File: config.mk
export PLATFORM = sky130hd
export DESIGN_NAME = target_encoder
export DESIGN_NICKNAME = d
export VERILOG_FILES = /design/src/rtl/target_encoder.sv
export SDC_FILE = /design/constraint.sdc
export NUM_CORES = 1
export LEC_CHECK = 0
export CORE_MARGIN = 5
export CORE_UTILIZATION = 35
export DETAILED_ROUTE_END_ITERATION = 10
export GPL_TIMING_DRIVEN = 0
export PLACE_DENSITY = 0.71
export SLEW_MARGIN = 30
export SYNTH_ARGS = -nofsm -noshare
export SYNTH_HDL_FRONTEND = slang
export SYNTH_SLANG_ARGS = --single-unit
File: constraint.sdc
create_clock -name CLK -period 2.6 [get_ports CLK]
set_input_delay 0.26 -clock CLK [delete_from_list [all_inputs] [get_ports CLK]]
set_output_delay 0.26 -clock CLK [all_outputs]
set_load 0.01 [all_outputs]
File: src/rtl/target_encoder.sv
// ---------------------------------------------------------------------------
// target_encoder
//
// Purpose:
//   Encodes a 16-bit branch target into a 4-bit table index. The block
//   compares the target with a 16-entry table, one entry per clock, starting
//   at entry 0. The lowest matching index wins. A search ends with a one-cycle
//   done pulse. hit and index then hold the result until the next completed
//   search.
//
// Configuration:
//   TGT_ENC_WRITE_EN  defined   : the table is held in registers. wr_en,
//                                 wr_addr and wr_data write it on any edge.
//                                 Reset restores the default contents.
//                     undefined : the table is the constant default contents.
//                                 The write port is ignored.
//
// Ports:
//   CLK        in   1   system clock; all state updates on the rising edge
//   Reset_n    in   1   asynchronous active-low reset
//   req        in   1   search request; sampled only in IDLE
//   req_target in  16   target value; captured when req is accepted
//   busy       out  1   high in SEARCH and DONE
//   done       out  1   registered one-cycle completion pulse
//   hit        out  1   the last completed search found the target
//   index      out  4   index of the match; 0 on a miss
//   wr_en      in   1   table write strobe (TGT_ENC_WRITE_EN only)
//   wr_addr    in   4   table write index
//   wr_data    in  16   table write value
// ---------------------------------------------------------------------------
module target_encoder (
  input  logic        CLK,
  input  logic        Reset_n,
  input  logic        req,
  input  logic [15:0] req_target,
  output logic        busy,
  output logic        done,
  output logic        hit,
  output logic [3:0]  index,
  input  logic        wr_en,
  input  logic [3:0]  wr_addr,
  input  logic [15:0] wr_data
);

  localparam logic [1:0] IDLE   = 2'd0;
  localparam logic [1:0] SEARCH = 2'd1;
  localparam logic [1:0] DONE   = 2'd2;

  logic [1:0]  state;
  logic [3:0]  ptr;
  logic [15:0] target;
  logic [15:0] entry;

  // Default table contents. Entries 13..15 are zero. Target 0 still returns
  // index 0, because the scan is ascending and stops on the first match.
  function automatic logic [15:0] default_entry(input logic [3:0] idx);
    case (idx)
      4'd0:    default_entry = 16'd0;
      4'd1:    default_entry = 16'd1;
      4'd2:    default_entry = 16'd4;
      4'd3:    default_entry = 16'd61;
      4'd4:    default_entry = 16'd62;
      4'd5:    default_entry = 16'd63;
      4'd6:    default_entry = 16'd32;
      4'd7:    default_entry = 16'd64;
      4'd8:    default_entry = 16'd255;
      4'd9:    default_entry = 16'd51;
      4'd10:   default_entry = 16'd59;
      4'd11:   default_entry = 16'd41;
      4'd12:   default_entry = 16'd22;
      default: default_entry = 16'd0;
    endcase
  endfunction

`ifdef TGT_ENC_WRITE_EN
  logic [15:0] tbl [16];

  // NOTE: this table is reset element by element, so it becomes flops rather
  // than a RAM macro. That is intended: reset must restore the defaults.
  always_ff @(posedge CLK or negedge Reset_n) begin
    if (!Reset_n) begin
      for (int i = 0; i < 16; i++) tbl[i] <= default_entry(4'(i));
    end else if (wr_en) begin
      tbl[wr_addr] <= wr_data;
    end
  end

  // The compare reads tbl before the edge. A write and a compare to the same
  // entry on the same edge therefore compare the old value.
  assign entry = tbl[ptr];
`else
  assign entry = default_entry(ptr);

  logic unused_wr;
  assign unused_wr = ^{wr_en, wr_addr, wr_data};
`endif

  // NOTE: all state below uses non-blocking assignments. Every register then
  // sees values from before the edge, and the result does not depend on the
  // order of the statements.
  always_ff @(posedge CLK or negedge Reset_n) begin
    if (!Reset_n) begin
      state  <= IDLE;
      ptr    <= 4'd0;
      target <= 16'd0;
      done   <= 1'b0;
      hit    <= 1'b0;
      index  <= 4'd0;
    end else begin
      done <= 1'b0;
      case (state)
        IDLE: begin
          if (req) begin
            target <= req_target;
            ptr    <= 4'd0;
            state  <= SEARCH;
          end
        end
        SEARCH: begin
          if (entry == target) begin
            hit   <= 1'b1;
            index <= ptr;
            done  <= 1'b1;
            state <= DONE;
          end else if (ptr == 4'd15) begin
            // Last entry also missed. End the search here; ptr does not wrap.
            hit   <= 1'b0;
            index <= 4'd0;
            done  <= 1'b1;
            state <= DONE;
          end else begin
            ptr <= ptr + 4'd1;
          end
        end
        DONE:    state <= IDLE;
        default: state <= IDLE;
      endcase
    end
  end

  assign busy = (state == SEARCH) || (state == DONE);

endmodule

# Word-level counts from Yosys, hierarchy flattened
# Memory sizes are Yosys's and may differ from the RTL's.
# Index checks and enable logic that the tools add are counted.
word_totals:
  elab_cells: 39
  rom_bits: 128
  latch_bits: 0
  regBits: 28
  inputBits: 40
  ram_bits: 0
  output_inout_bits: 7
  n_memories: 1
mem_list:
  columns: ["name", "depth", "width", "read_ports", "rd_clocked_by_memory_dff", "wr", "line", "rtl"]
  rows:
  - ["(no name shown)", 16, 8, 1, 0, 0, "57", "case (idx)"]
classes:
  mul: 0
  n_eq_ne: 8
  n_addsub: 1
  reduce_logical: 8
  n_bitwise: 0
  muxes: 15
  shifts: 0
  order_cmp: 0
  div_mod_pow: 0
ops:
  columns: ["op", "n"]
  rows:
  - ["4-bit 2-to-1 mux", 5]
  - ["16-bit == test", 1]
  - ["4-bit case mux with 2 select lines", 1]
  - ["2-bit 2-to-1 mux", 3]
  - ["2-bit inequality test, second input constant", 3]
  - ["2-bit AND reduction", 3]
  - ["1-bit 2-to-1 mux", 5]
  - ["4-bit by 1-bit adder with 4-bit output, second input constant", 1]
  - ["4-bit == test, second input constant", 1]
  - ["2-bit case mux with 2 select lines", 1]
  - ["4-bit AND reduction", 1]
  - ["2-bit nonzero test", 2]
  - ["3-bit inequality test, second input constant", 1]
  - ["2-bit by 1-bit == test with 1-bit output, second input constant", 1]
  - ["2-bit == test, second input constant", 1]
  - ["2-bit logical NOT", 1]
  - ["1-bit logical OR", 1]

# Depth between registers and ports, before layout
logic_depth:
  depth_word: 4
  depth_mapped: 10
  depth_no_buf: 9

# Least setup slack after synthesis
# OpenSTA, ideal clock, no wires.
synth_timing:
  path_kind: "reg-to-reg"
  from: "reg ptr[1]"
  to: "reg ptr[3]"
  period_less_slack_ps: 2249
  required_ps: 2476
  stages_incl_launch_ff: 10
  t_arrival_ps: 2125
  path_slack_ps: 351
  n_path_buf: 0
  setup_ps: 124
  cell_sequence: "dfrtp_1 > inv_1 > ha_1 > inv_1 > mux4_2 > xnor2_2 > nor3_2 > and3_1 > nor4_1 > a211o_1"
synth_via:
  elab_chain_len: 4
  elab_cells_between_ends: 10
  cone_classes: "add/sub: 1; eq/ne: 4; mux: 3; reduce/logical: 1; memory: 1"
synth_lines:
  columns: ["item", "line", "rtl"]
  rows:
  - ["start: declaration", "50", "logic [3:0] ptr;"]
  - ["start signal: assignment", "132", "ptr <= ptr + 4'd1;"]
  - ["memory 16 x 8 bit / 4-bit by 1-bit adder with 4-bit output (equally long branches)", null, null]
  - ["16-bit == test / 4-bit 2-to-1 mux (equally long branches)", "120, 125", null]
  - ["2-bit inequality test (no line) / 4-bit 2-to-1 mux (equally long branches)", null, null]
  - ["4-bit AND reduction (no line) / 4-bit case mux with 2 select lines (equally long branches)", null, null]
# Parallel ways exist; a longest one is shown, timed or not. The select of a mux whose other input is x is not followed.
# A chain may end at the register's enable or synchronous reset.

# Final worst setup path
layout_timing:
  from: "reg ptr[0]"
  to: "reg index[0]"
layout_via:
  elab_chain_len: 4
  elab_cells_between_ends: 6
  cone_classes: "eq/ne: 2; mux: 1; reduce/logical: 2; memory: 1"
layout_lines:
  columns: ["item", "line", "rtl"]
  rows:
  - ["memory 16 x 8 bit", null, null]
  - ["16-bit == test", "120", "if (entry == target) begin"]
  - ["2-bit nonzero test (no line)", null, null]
  - ["2-bit AND reduction (no line)", null, null]
  - ["end signal: assignment", "122", "index <= ptr;"]
  - ["end: declaration", "39", "output logic [3:0] index,"]
# Parallel ways exist; a longest one is shown, timed or not.

==> out/results.ini <==
[run_status]
status = complete, but fails checks
failed_checks = negative hold slack

[drt]
drt_initial_violations = 46
drt-vias-per-instance = 5.00
route.final.wire_length_um = 2820
post_drt_wl_per_cell_um = 12.8
drt_pass1_iterations = 4
dr_total_vias = 1100
antenna_violating_nets_post_route = 0
post-route-drc-count = 0

[critical_path]
cp.required_ns = 2.76
timing.critical_path.fanout_max = 10
critPathTopFamily = flip-flops
crit_buf_inv = 3
cp_slowest_cell = sky130_fd_sc_hd__dfrtp_2
worst_setup_path_class = reg2reg
worstSetupEndpointType = flop
worst_path_largest_cell_delay_ns = 0.48
crit_start_category = flop
timing.critical_path.cells = inv_1 -> ha_2 -> inv_1 -> mux4_2 -> xnor2_2 -> nor3_4 -> nand3_1 -> clkbuf_2 -> nand3_1 -> o21ai_0
critical_path_arrival_ns = 2.58

[job]
max-cap-violations = 0

[timing]
totalNegativeSetupSlack_ns = 0
setup-violations-final = 0
max_clock_freq_ghz = 0.414
fin_worst_hold_slack_ns = -0.0135
finalClockSkew_ns = 0.00229
slew_viol_final = 0
final-hold-violation-count = 19
min_period_ns = 2.41
worst_slew_pin_slew_ns = 0.626
finalCritPeriodShare = 0.929
timing.max_slew.rel_slack = 0.583
grt_setup_unrepaired = no

[floorplanning]
design.die.area_um2 = 5800
number_of_standard_cell_rows_in_the_floorplan = 24
die-width_um = 76.2
design.portCount = 47
floorplan.initialDensity = 0.357
dieHeight_um = 76.2
core_ar_um2 = 4290

[yosys]
synthesis.instances = 139
post_synth_xor_area_fraction = 0.0392
average_footprint_of_a_synthesized_cell_um2 = 11.0
synthesis.yosys.warnings = 0
synthArstFlopShare = 1.00
synth_edf_count = 0
muxShareOfSynthArea = 0.132
synth.lib_cells_used.distinct = 37
post_synth_fa_ha_maj_area_fraction = 0.0735
complex_gate_fraction_of_the_synthesized_area = 0.117
synth_nets = 188
synth_top_family_by_area = simple AND/OR/NAND/NOR gates
synthSimpleGateAreaFrac = 0.147
synth.ff_latch_count = 28
share_of_synthesized_area_occupied_by_flip_flops_and_latches = 0.458
synth_area_um2 = 1530
synthFlopType = sky130_fd_sc_hd__dfrtp_1

[clock_tree]
cts_made_buffers = 3
cts_resized = 1
cts.root.buffer_cell = sky130_fd_sc_hd__clkbuf_8
cts.path.max_buffers = 2
post_cts_buffers = 0
htree_num_levels = 1
clkTransAtPathRegs_ns = 0.09
cts_tree = done
postCtsHoldBufs = 0
clk-insertion-delay-late_ns = 0.28
clkSinkCount = 28

[global_routing]
grt_antenna_before_repair = 0
global_route.usage.total = 0.100
pin_count_of_the_biggest_net_entering_global_routing = 29
grt.overflow.total = 0
grt_pass1_vias = 1114
grt_first_pass_wirelength_um = 4910

[place]
detailed_place_hpwl_um = 2190
count_of_buffers_from_port_buffering = 25
weighted_congestion_at_the_end_of_routability_driven_global_placement = 0.837

[finish]
antenna-diode-count = 0
syn_to_final_growth_pct = 25.7
drive_above_1_share = 0.202
final.fill_count = 425
final_nets = 218

[pwr]
power-per-cell-area_nw_per_um2 = 966
leakage_nw = 0.827
vdd.ir_drop.worst_uv = 477

[worst_hold_path]
hold_class = in2async

path summary, 6_finish.rpt:
kind	startpoint	to	slack, ns	cells after the start
setup / recovery	ptr[0]$_DFFE_PN0P_	index[0]$_DFFE_PN0P_	0.19	10
hold / removal	Reset_n	done$_DFF_PN0_	-0.01	1
setup reg to reg	ptr[0]$_DFFE_PN0P_	index[0]$_DFFE_PN0P_	0.19	10
hold reg to reg	hit$_DFFE_PN0P_	hit$_DFFE_PN0P_	0.48	2
max in group asynchronous	Reset_n	ptr[0]$_DFFE_PN0P_	2.17	1
min in group CLK	hit$_DFFE_PN0P_	hit$_DFFE_PN0P_	0.48	2
area by class of cell:
type                       count  area [µm²]  area share
sequential                    28         703       0.365
inverter                       8        30.0      0.0156
buffer                         5        22.5      0.0117
clock inverter                 1        30.0      0.0156
timing repair buffer          25         245       0.127
tap                           52        65.1      0.0338
clock buffer                   3        41.3      0.0214
multi-input combinational     98         788       0.409
per-stage QoR:
step                      utilization  area [µm²]  cells  setup slack (ns)  total power, mW
after global routing            0.448        1930    220           0.00358             2.01
after detailed placement        0.429        1840    216           -0.0175             1.51
after floorplan                     -        1530    139             0.351             1.31
after global placement          0.430        1850    216           -0.0284             1.48
after CTS                       0.447        1920    220            0.0108             1.88
final                           0.448        1930    220             0.185             1.86
synth_stat cells, drive strengths merged, types with 4 or more instances:
master	number	area share
nand2b	4	0.016
nand2	10	0.025
nand3	5	0.016
ha	9	0.074
inv	8	0.020
o21ai	10	0.033
dfrtp	28	0.46
nor3	5	0.020
nor2b	5	0.020
mux2	16	0.12
kinds of logic (layout without fill, tap and decap cells):
logic type | Yosys count | after routing
buffers and inverters | 13 | 42
AOI/OAI and AO/OA | 25 | 25
and+or+nand+nor | 41 | 41
muxes | 17 | 17
adders and majority gates | 9 | 9
DFF | 28 | 28
xor gates and xnor gates | 6 | 6
state kept, by name (all words and copies together) (netlist names):
register  flops
done          1
hit           1
state         2
index         4
target       16
ptr           4
power by group:
| part | internal (mW) | total, mW | switching [mW] |
|---|---|---|---|
| registers | 0.594 | 0.727 | 0.133 |
| logic | 0.400 | 0.791 | 0.391 |
| clock network | 0.206 | 0.342 | 0.135 |
cells in the final DEF, fill, tap and decap left out, drive strengths merged, types with 2 or more instances in the layout:
master         Yosys  layout
nand2b             4       4
nor2b              5       5
buf                2       3
clkdlybuf4s50      0      24
and3               3       3
a21oi              2       2
o31ai              3       3
a31oi              2       2
ha                 9       9
and2               2       2
inv                8       8
o21ai             10      10
mux2              16      16
a32o               2       2
nor2               2       2
nand2             10      10
dfrtp             28      28
nor4               3       3
xor2               3       3
nor3               5       5
xnor2              3       3
nand3              5       5
clkbuf             3       6
worst register-to-register path, delay by kind of cell, from the launching register on:
kind	cells	cell delay [ns]
and+or+nand+nor	3	0.48
AOI/OAI and AO/OA	1	0.09
muxes	1	0.48
adders and majority gates	1	0.23
DFF	1	0.48
xor gates and xnor gates	1	0.16
buffers and inverters	3	0.37
layer usage:
metal | GRT usage | share of wire
met1 | 0.130 | 0.46
met4 | 0.0297 | 0.0075
met5 | 0 | 0
met3 | 0.0319 | 0.051
met2 | 0.160 | 0.48
Power figures use the tool's default switching activity.
==> RTL change (same flow settings) <==
Register the input `req_target` before use, with the module's reset. The logic sees it one clock later. The other inputs are not delayed to match.
--- a/src/rtl/target_encoder.sv
+++ b/src/rtl/target_encoder.sv
@@ -46,4 +46,14 @@
   localparam logic [1:0] SEARCH = 2'd1;
   localparam logic [1:0] DONE   = 2'd2;
+
+  logic [15:0] req_target_q;
+
+  always_ff @(posedge CLK or negedge Reset_n) begin
+    if (!Reset_n) begin
+      req_target_q <= '0;
+    end else begin
+      req_target_q <= req_target;
+    end
+  end
 
   logic [1:0]  state;
@@ -112,5 +122,5 @@
         IDLE: begin
           if (req) begin
-            target <= req_target;
+            target <= req_target_q;
             ptr    <= 4'd0;
             state  <= SEARCH;
Check against the original RTL: not equivalent (a bounded check fails within 4 cycles, from zero or initial values and one cycle with Reset_n low).
==> RTL change against the unedited design <==
Wire length grew 21%. Sequential cell count grew 16. Maximum frequency grew 0.16%. Final area grew 29%. Total power grew 20%. Sequential share of layout area grew 7.7 points. Via count grew 16%. Synthesized cell count grew 14%. Area after synthesis grew 30%. Setup slack gained 0.0038 ns. Largest power group is now sequential cells.
==> RTL change: results <==
[synthesis]
yosysSeqAreaShare = 0.553
synth_fp_nets = 207

[power]
p_per_area_nw_per_um2 = 898
p_sw_frac = 0.312
comb-power_uw = 717
power.leakage_nw = 1.05

[final_layout]
top_regs = "req_target_q x16, target x16"
design_area_um2 = 2490
fin_nets = 241
regArea_um2 = 1100
buffers_excl_clock = 34
nNonClkInverters = 9
signal_buffer_area_fraction = 0.128

[routing]
routedLengthMet1_um = 1580
met3_length_um = 216
wl_um = 3410
met2_length_um = 1540
vias = 1281
wl_per_cell_um = 12.9

[placed_design]
gp_congestion = 0.796
hpwl_um = 2490
placed_cells = 256
placed_cell_area_um2 = 2340

[grt]
grt_use_met2 = 0.159
grt_pass1_vias = 1314
grt_pass1_wl_um = 6090
grt_start_max_net_pins = 30
use_met3 = 0.0320
use_met1 = 0.137

[sta]
hold_viol_final = 0
fin_worst_skew_ns = 0.00918
worst_slew_pin_slew_ns = 0.499

[worst_setup_path]
worstPathArrival_ns = 2.63
crit_family = "simple AND/OR/NAND/NOR gates"

[outcome]
status = "finished clean"

[clocking]
htree_levels = 2
clk_latency_ns = 0.30
cts_resized = 0
-- RTL change: cell count changes in the layout (fill, tap and decap cells not counted), moves of 4 or more --
cell / change
dfrtp_1: +16
mux2i_1: +4
nand3_1: -4
nor2_1: +4
o21ai_0: -5
-- RTL change: kinds of logic (layout without fill, tap and decap cells) --
logic type	after synthesis	in the layout	share of synthesized area
and+or+nand+nor	31	31	0.0899
buffers and inverters	16	51	0.0390
muxes	21	21	0.122
DFF	44	44	0.553
xor gates and xnor gates	8	8	0.0352
AOI/OAI and AO/OA	29	29	0.104
adders and majority gates	9	9	0.0566
-- RTL change: final timing paths --
path,to,slack (ns),depth (start not counted)
setup / recovery,index[3],0.19,10
hold / removal,req_target_q[12],0.40,1
setup reg to reg,index[3],0.19,10
hold reg to reg,target[13],0.47,1
max in group asynchronous,ptr[0],1.71,3
min in group asynchronous,hit,0.41,2
